`src/rtl/divider.sv`:
```
// Sequential unsigned restoring divider, one quotient bit per cycle.
// Latency: done C_WIDTH cycles after accept (1 cycle when the divisor is zero).
// Backpressure: ready low while busy; trigger while busy is dropped, not queued.
module divider #(
  parameter int C_WIDTH = 8
) (
  input  logic               ctl_clk,
  input  logic               reset,
  input  logic               trigger,
  input  logic [C_WIDTH-1:0] a,
  input  logic [C_WIDTH-1:0] b,
  output logic [C_WIDTH-1:0] q,
  output logic [C_WIDTH-1:0] r,
  output logic               ready,
  output logic               done,
  output logic               div_by_zero
);

  localparam int CW = $clog2(C_WIDTH + 1);

  typedef enum logic [1:0] {S_IDLE, S_CALC, S_FIN} state_t;

  state_t             state_q, state_d;
  logic [C_WIDTH-1:0] dvd_q, dvd_d;   // dividend, shifted out MSB first
  logic [C_WIDTH-1:0] dvs_q, dvs_d;   // latched divisor
  logic [C_WIDTH-1:0] rem_q, rem_d;   // partial remainder
  logic [C_WIDTH-1:0] quo_q, quo_d;   // quotient under construction
  logic [C_WIDTH-1:0] q_q, q_d;
  logic [C_WIDTH-1:0] r_q, r_d;
  logic [CW-1:0]      cnt_q, cnt_d;
  logic               ready_q, ready_d;
  logic               done_q, done_d;
  logic               dbz_q, dbz_d;

  logic [C_WIDTH:0]   rem_shift;
  logic [C_WIDTH:0]   rem_sub;
  logic               q_bit;

  // One restoring step; the extra top bit keeps the shifted remainder exact.
  always_comb begin
    rem_shift = {rem_q, dvd_q[C_WIDTH-1]};
    rem_sub   = rem_shift - {1'b0, dvs_q};
    q_bit     = (rem_shift >= {1'b0, dvs_q});
  end

  // Next-state and datapath control.
  always_comb begin
    state_d = state_q;
    dvd_d   = dvd_q;
    dvs_d   = dvs_q;
    rem_d   = rem_q;
    quo_d   = quo_q;
    q_d     = q_q;
    r_d     = r_q;
    cnt_d   = cnt_q;
    ready_d = ready_q;
    done_d  = done_q;
    dbz_d   = dbz_q;
    case (state_q)
      S_IDLE: begin
        if (trigger) begin
          dvd_d   = a;
          dvs_d   = b;
          rem_d   = '0;
          quo_d   = '0;
          cnt_d   = CW'(C_WIDTH);
          ready_d = 1'b0;
          state_d = (b != '0) ? S_CALC : S_FIN;
        end
      end
      S_CALC: begin
        dvd_d = dvd_q << 1;
        rem_d = q_bit ? rem_sub[C_WIDTH-1:0] : rem_shift[C_WIDTH-1:0];
        quo_d = {quo_q[C_WIDTH-2:0], q_bit};
        cnt_d = cnt_q - CW'(1);
        if (cnt_q == CW'(1)) begin
          q_d     = quo_d;
          r_d     = rem_d;
          done_d  = 1'b1;
          dbz_d   = 1'b0;
          state_d = S_FIN;
        end
      end
      S_FIN: begin
        // Entering FIN with done low means a zero divisor: publish the
        // saturated result now, then spend one more cycle as the done cycle.
        if (!done_q) begin
          q_d    = '1;
          r_d    = dvd_q;
          dbz_d  = 1'b1;
          done_d = 1'b1;
        end else begin
          done_d  = 1'b0;
          ready_d = 1'b1;
          state_d = S_IDLE;
        end
      end
      default: begin
        state_d = S_IDLE;
        ready_d = 1'b1;
        done_d  = 1'b0;
      end
    endcase
  end

  // All state registers; reset aborts any divide in flight.
  always_ff @(posedge ctl_clk or posedge reset) begin
    if (reset) begin
      state_q <= S_IDLE;
      dvd_q   <= '0;
      dvs_q   <= '0;
      rem_q   <= '0;
      quo_q   <= '0;
      q_q     <= '0;
      r_q     <= '0;
      cnt_q   <= '0;
      ready_q <= 1'b1;
      done_q  <= 1'b0;
      dbz_q   <= 1'b0;
    end else begin
      state_q <= state_d;
      dvd_q   <= dvd_d;
      dvs_q   <= dvs_d;
      rem_q   <= rem_d;
      quo_q   <= quo_d;
      q_q     <= q_d;
      r_q     <= r_d;
      cnt_q   <= cnt_d;
      ready_q <= ready_d;
      done_q  <= done_d;
      dbz_q   <= dbz_d;
    end
  end

  assign q           = q_q;
  assign r           = r_q;
  assign ready       = ready_q;
  assign done        = done_q;
  assign div_by_zero = dbz_q;

endmodule

```
`config.mk`:
```
export PLATFORM = sky130hd
export DESIGN_NAME = divider
export DESIGN_NICKNAME = d
export VERILOG_FILES = /design/src/rtl/divider.sv
export SDC_FILE = /design/constraint.sdc
export NUM_CORES = 1
export LEC_CHECK = 0
export BUFFER_PORTS_ARGS = -buffer_cell sky130_fd_sc_hd__buf_2
export CORE_MARGIN = 10
export CORE_UTILIZATION = 30
export CTS_BUF_LIST = sky130_fd_sc_hd__clkbuf_4 sky130_fd_sc_hd__clkbuf_8
export DETAILED_ROUTE_END_ITERATION = 16
export PLACE_DENSITY_LB_ADDON = 0.08
export SYNTH_ARGS = -nofsm -noshare
export SYNTH_HDL_FRONTEND = slang
export SYNTH_SLANG_ARGS = --single-unit
```
`constraint.sdc`:
```
create_clock -name ctl_clk -period 3.42 [get_ports ctl_clk]
set_clock_uncertainty 0.1 [all_clocks]
set_input_delay 0.342 -clock ctl_clk [delete_from_list [all_inputs] [get_ports ctl_clk]]
set_output_delay 0.342 -clock ctl_clk [all_outputs]
set_load 0.01 [all_outputs]
```
==> results.md <==
Clocking
* **Inserted Clock Buffers** 5
* **count of hold buffers inserted by post-cts repair** 1
* **CTS H-tree depth** 2
* **post-CTS setup buffer count** 0
* **CTS-repair resized insts** 0
* **clk root buf** sky130_fd_sc_hd__clkbuf_8
* **number of buffers between clock root and the deepest sink** 2
* **Clock Pin Slew Worst Setup and Hold Paths** 0.11 ns
* **CTS Sinks** 56
* **source-to-sink clock delay at the later pin of the worst-skew pair** 0.32 ns
* **TritonCTS clock tree** yes

Run
* **max-capacitance violation count** 0

Global route
* **via count of the first global-routing pass** 2223
* **overflow left after global routing** 0
* **antenna violations before repair** 0
* **wire length of the first global-routing pass** 11900 um
* **met3 usage** 2.33%
* **layer with the highest usage after global routing** met2
* **GR Util met2** 16.3%
* **largest net degree at the start of global routing** 35
* **combined global-route utilization of all metal layers** 10.3%
* **met1 track demand over resource in global routing** 13.8%

Final layout
* **synthesis-to-finish area growth** 16.0%
* **non-filler instance count after layout** 461
* **net total in the final layout** 364
* **layout cells sized above 1** 22.9%
* **Antenna diodes** 0

Synthesis
* **XOR/XNOR share of the synthesized area** 1.51%
* **Yosys top cell by area** sky130_fd_sc_hd__dfrtp_1
* **post-synthesis sequential area ratio** 48.2%
* **Synth area leaders** sky130_fd_sc_hd__dfrtp_1, sky130_fd_sc_hd__ha_1, sky130_fd_sc_hd__o21ai_0, sky130_fd_sc_hd__nand2_1, sky130_fd_sc_hd__mux2i_1
* **Adder-Cell Fraction of Synth Area** 6.28%
* **Post-Syn Area** 0.00291 mm^2
* **net count after synthesis** 327
* **count of state elements after synthesis** 56
* **syn avg cell area** 9.89 um^2
* **compound-cell area share of the yosys netlist** 17.5%
* **count of cell types in the netlist** 42
* **number of warnings printed during yosys synthesis** 0
* **fraction of the mapped netlist area in simple logic gates** 12.6%
* **top-area cell type share of the netlist area** 47.3%
* **number of instances in the synthesized netlist** 294
* **main combinational cell family by area after synthesis** compound AO/OA/AOI/OAI gates
* **mux contribution to synthesized area** 9.38%

Timing
* **Max Slew Vio Count** 0
* **Final Cycle Share** 75.6%
* **final hold viol count** 0
* **f_max** 387 MHz
* **time the final worst path needs with I/O delays and setup** 2.58 ns
* **remaining max-slew budget at the tightest pin** 59.5%
* **final setup violation count** 0
* **setup slack after layout** 0.836 ns
* **tightest hold margin** 0.172 ns
* **Worst Max-Slew Pin Slew** 0.606 ns
* **Sum Neg Setup Slack** 0 ns
* **setup repair after global routing missed its margin** false

Floorplanning
* **area of the die** 0.0140 mm^2
* **die boundary width** 118 um
* **num ports** 38
* **core outline area** 0.00933 mm^2
* **row count** 35
* **initial cell density of the core** 31.2%
* **Die Ht** 118 um

Pwr
* **Internal Pwr Total** 2.00 mW
* **proportion of power drawn by combinational gates** 54.5%
* **Net Sw Frac** 43.7%
* **leakage power figure** 1.60 nW
* **switching power total** 1.55 mW
* **Max IR drop VDD** 284 uV
* **part of the total power dissipated in sequential elements** 32.2%
* **power density over cell area** 1050 mW/mm^2
* **clock network fraction of total power** 13.3%

Drt
* **count of unresolved DRC violations after routing** 0
* **routed vias/inst** 4.74
* **Routed Wire Length** 7210 um
* **Routed WL per cell** 15.6 um
* **number of detailed-route iterations in the first pass** 4
* **number of vias in the routed layout** 2184
* **violation count after the first detailed-route iteration** 66
* **antenna viol nets, final** 0

Placement
* **pre-CTS setup slack** 0.833 ns
* **PortBufs** 37
* **count of placed standard cells including taps** 452
* **final weighted congestion in routability-driven placement** 0.775
* **HPWL Detailed** 5350 um

Critical path
* **critical-path cell with the highest stage delay** sky130_fd_sc_hd__a41oi_4
* **FF-to-FF path depth** 7
* **cell-by-cell listing of the critical path** ha_1 -> nor2b_1 -> o21a_1 -> a21o_2 -> a41oi_4 -> mux2_4 -> o221a_2
* **worst setup path end** r[3]
* **Worst Path Required** 3.53 ns
* **capturing element type of the critical path** register
* **Worst EP arrival** 2.70 ns
* **startpoint types** register
* **largest fanout on the critical path** 10
* **buffers plus inverters on the worst setup path** 0
* **endpoint of the most critical register-to-register path** r[3]
* **kind of cell adding the most delay to the critical path** compound AO/OA/AOI/OAI gates
* **Crit path largest cell delay** 0.48 ns
* **flop-to-flop setup slack** 0.84 ns
* **origin of the worst setup path** rem_q[0]
* **path type of the worst setup path** reg -> reg
* **count of cell instances traversed by the critical path** 7
* **launch instance of the worst register-to-register path** rem_q[0]

Min path
* **worst hold path type** in -> reg

Status
* **result of the run** finished clean

[sequential cells by signal, summed over array words and instances (netlist names)]
name,flops
done,1
r,8
rem_q,8
ready,1
dvs_q,8
dvd_q,8
q,8
state_q,2
cnt_q,4
div_by_zero,1
quo_q,7
[power by group through the flow]
stage	Clock, mW	Combinational, mW	Sequential [mW]
CTS	0.496	1.98	1.15
global route	0.512	2.21	1.18
floorplan	0	1.45	1.14
finish	0.473	1.93	1.14
detailed placement	0	1.97	1.16
global placement	0	1.96	1.16
[worst min path at each step]
| stage | endpoint | cells past startpoint | start | slack, ns |
|---|---|---|---|---|
| 2_1_floorplan | dvd_q[5] | 2 | dvd_q[5] | 0.36 |
| 3_3_place_gp | state_q[0] | 2 | reset | 0.35 |
| 3_5_place_dp | state_q[0] | 2 | reset | 0.36 |
| 4_1_cts | dvs_q[3] | 2 | b[3] | 0.16 |
| 5_1_grt | dvs_q[3] | 2 | b[3] | 0.17 |
| 6_report | dvs_q[5] | 2 | b[5] | 0.17 |
[cell usage after synthesis]
cell,instances
sky130_fd_sc_hd__a211o_1,1
sky130_fd_sc_hd__a211oi_1,3
sky130_fd_sc_hd__a211oi_2,2
sky130_fd_sc_hd__a21o_1,1
sky130_fd_sc_hd__a21o_2,1
sky130_fd_sc_hd__a21oi_1,18
sky130_fd_sc_hd__a22o_1,9
sky130_fd_sc_hd__a41oi_4,1
sky130_fd_sc_hd__and2_1,2
sky130_fd_sc_hd__buf_1,1
sky130_fd_sc_hd__buf_6,1
sky130_fd_sc_hd__clkbuf_1,12
sky130_fd_sc_hd__dfrtp_1,55
sky130_fd_sc_hd__dfstp_2,1
sky130_fd_sc_hd__fa_1,1
sky130_fd_sc_hd__ha_1,13
sky130_fd_sc_hd__inv_1,19
sky130_fd_sc_hd__mux2_2,10
sky130_fd_sc_hd__mux2_4,2
sky130_fd_sc_hd__mux2i_1,13
sky130_fd_sc_hd__nand2_1,35
sky130_fd_sc_hd__nand2b_1,1
sky130_fd_sc_hd__nand3_1,6
sky130_fd_sc_hd__nand3b_1,2
sky130_fd_sc_hd__nand4_1,1
sky130_fd_sc_hd__nor2_1,26
sky130_fd_sc_hd__nor2b_1,4
sky130_fd_sc_hd__nor3_1,1
sky130_fd_sc_hd__nor3b_1,1
sky130_fd_sc_hd__nor4_1,2
sky130_fd_sc_hd__o2111a_1,1
sky130_fd_sc_hd__o21a_1,1
sky130_fd_sc_hd__o21ai_0,31
sky130_fd_sc_hd__o21ai_1,1
sky130_fd_sc_hd__o21ai_2,1
sky130_fd_sc_hd__o21bai_1,1
sky130_fd_sc_hd__o221a_2,2
sky130_fd_sc_hd__o221ai_1,1
sky130_fd_sc_hd__o22ai_1,2
sky130_fd_sc_hd__or2_2,3
sky130_fd_sc_hd__xnor2_1,2
sky130_fd_sc_hd__xor2_1,3
[per-layer routing]
metal  share of wire [%]  routed length [um]
met1                  49                3540
met2                  47                3400
met3                 2.7                 196
met4                0.93                  67
met5                   0                   0
[per-stage QoR]
step                power (mW)  util (%)  area [um^2]
global placement          3.12      34.8         3240
finish                    3.55      36.2         3380
global route              3.91      36.2         3380
CTS                       3.62      36.2         3380
detailed placement        3.13      34.8         3240
floorplan                 2.60         -         2910
[cell usage in the layout (no fill, tap or decap), drive strengths merged, types with 2 or more instances in the layout]
master,netlist,routed
a22o,9,9
or2,3,3
nor2b,4,4
dfrtp,55,55
buf,2,43
o221a,2,2
nand2,35,35
o22ai,2,2
and2,2,2
a21o,2,2
ha,13,13
nand3,6,6
xnor2,2,2
a211oi,5,5
inv,19,19
nand3b,2,2
nor4,2,2
mux2,12,12
clkbuf,12,6
o21ai,33,33
xor2,3,3
mux2i,13,13
nor2,26,26
a21oi,18,18
[worst register-to-register path, stage by stage, from the launching register on]
cell and delay, ns:
sky130_fd_sc_hd__dfrtp_1 0.43, sky130_fd_sc_hd__ha_1 0.30, sky130_fd_sc_hd__nor2b_1 0.15, sky130_fd_sc_hd__o21a_1 0.18
sky130_fd_sc_hd__a21o_2 0.25, sky130_fd_sc_hd__a41oi_4 0.48, sky130_fd_sc_hd__mux2_4 0.35, sky130_fd_sc_hd__o221a_2 0.24
[cells by family after synthesis]
family                   after synthesis
flip-flops                            56
AND/OR/NAND/NOR                       84
AO/OA/AOI/OAI                         77
multiplexers                          25
adder cells (fa/ha/maj)               14
buffers and inverters                 33
XOR/XNOR                               5
[final cells by class]
type	count	area, um^2
Tap cell	129	161
Timing Repair Buffer	44	240
Clock buffer	6	82.6
Sequential cell	56	1400
Inverter	19	71.3
Multi-Input combinational cell	205	1380
Fill cell	986	5950
Clock inverter	2	38.8
No activity file was read; power rests on OpenSTA's default activity.
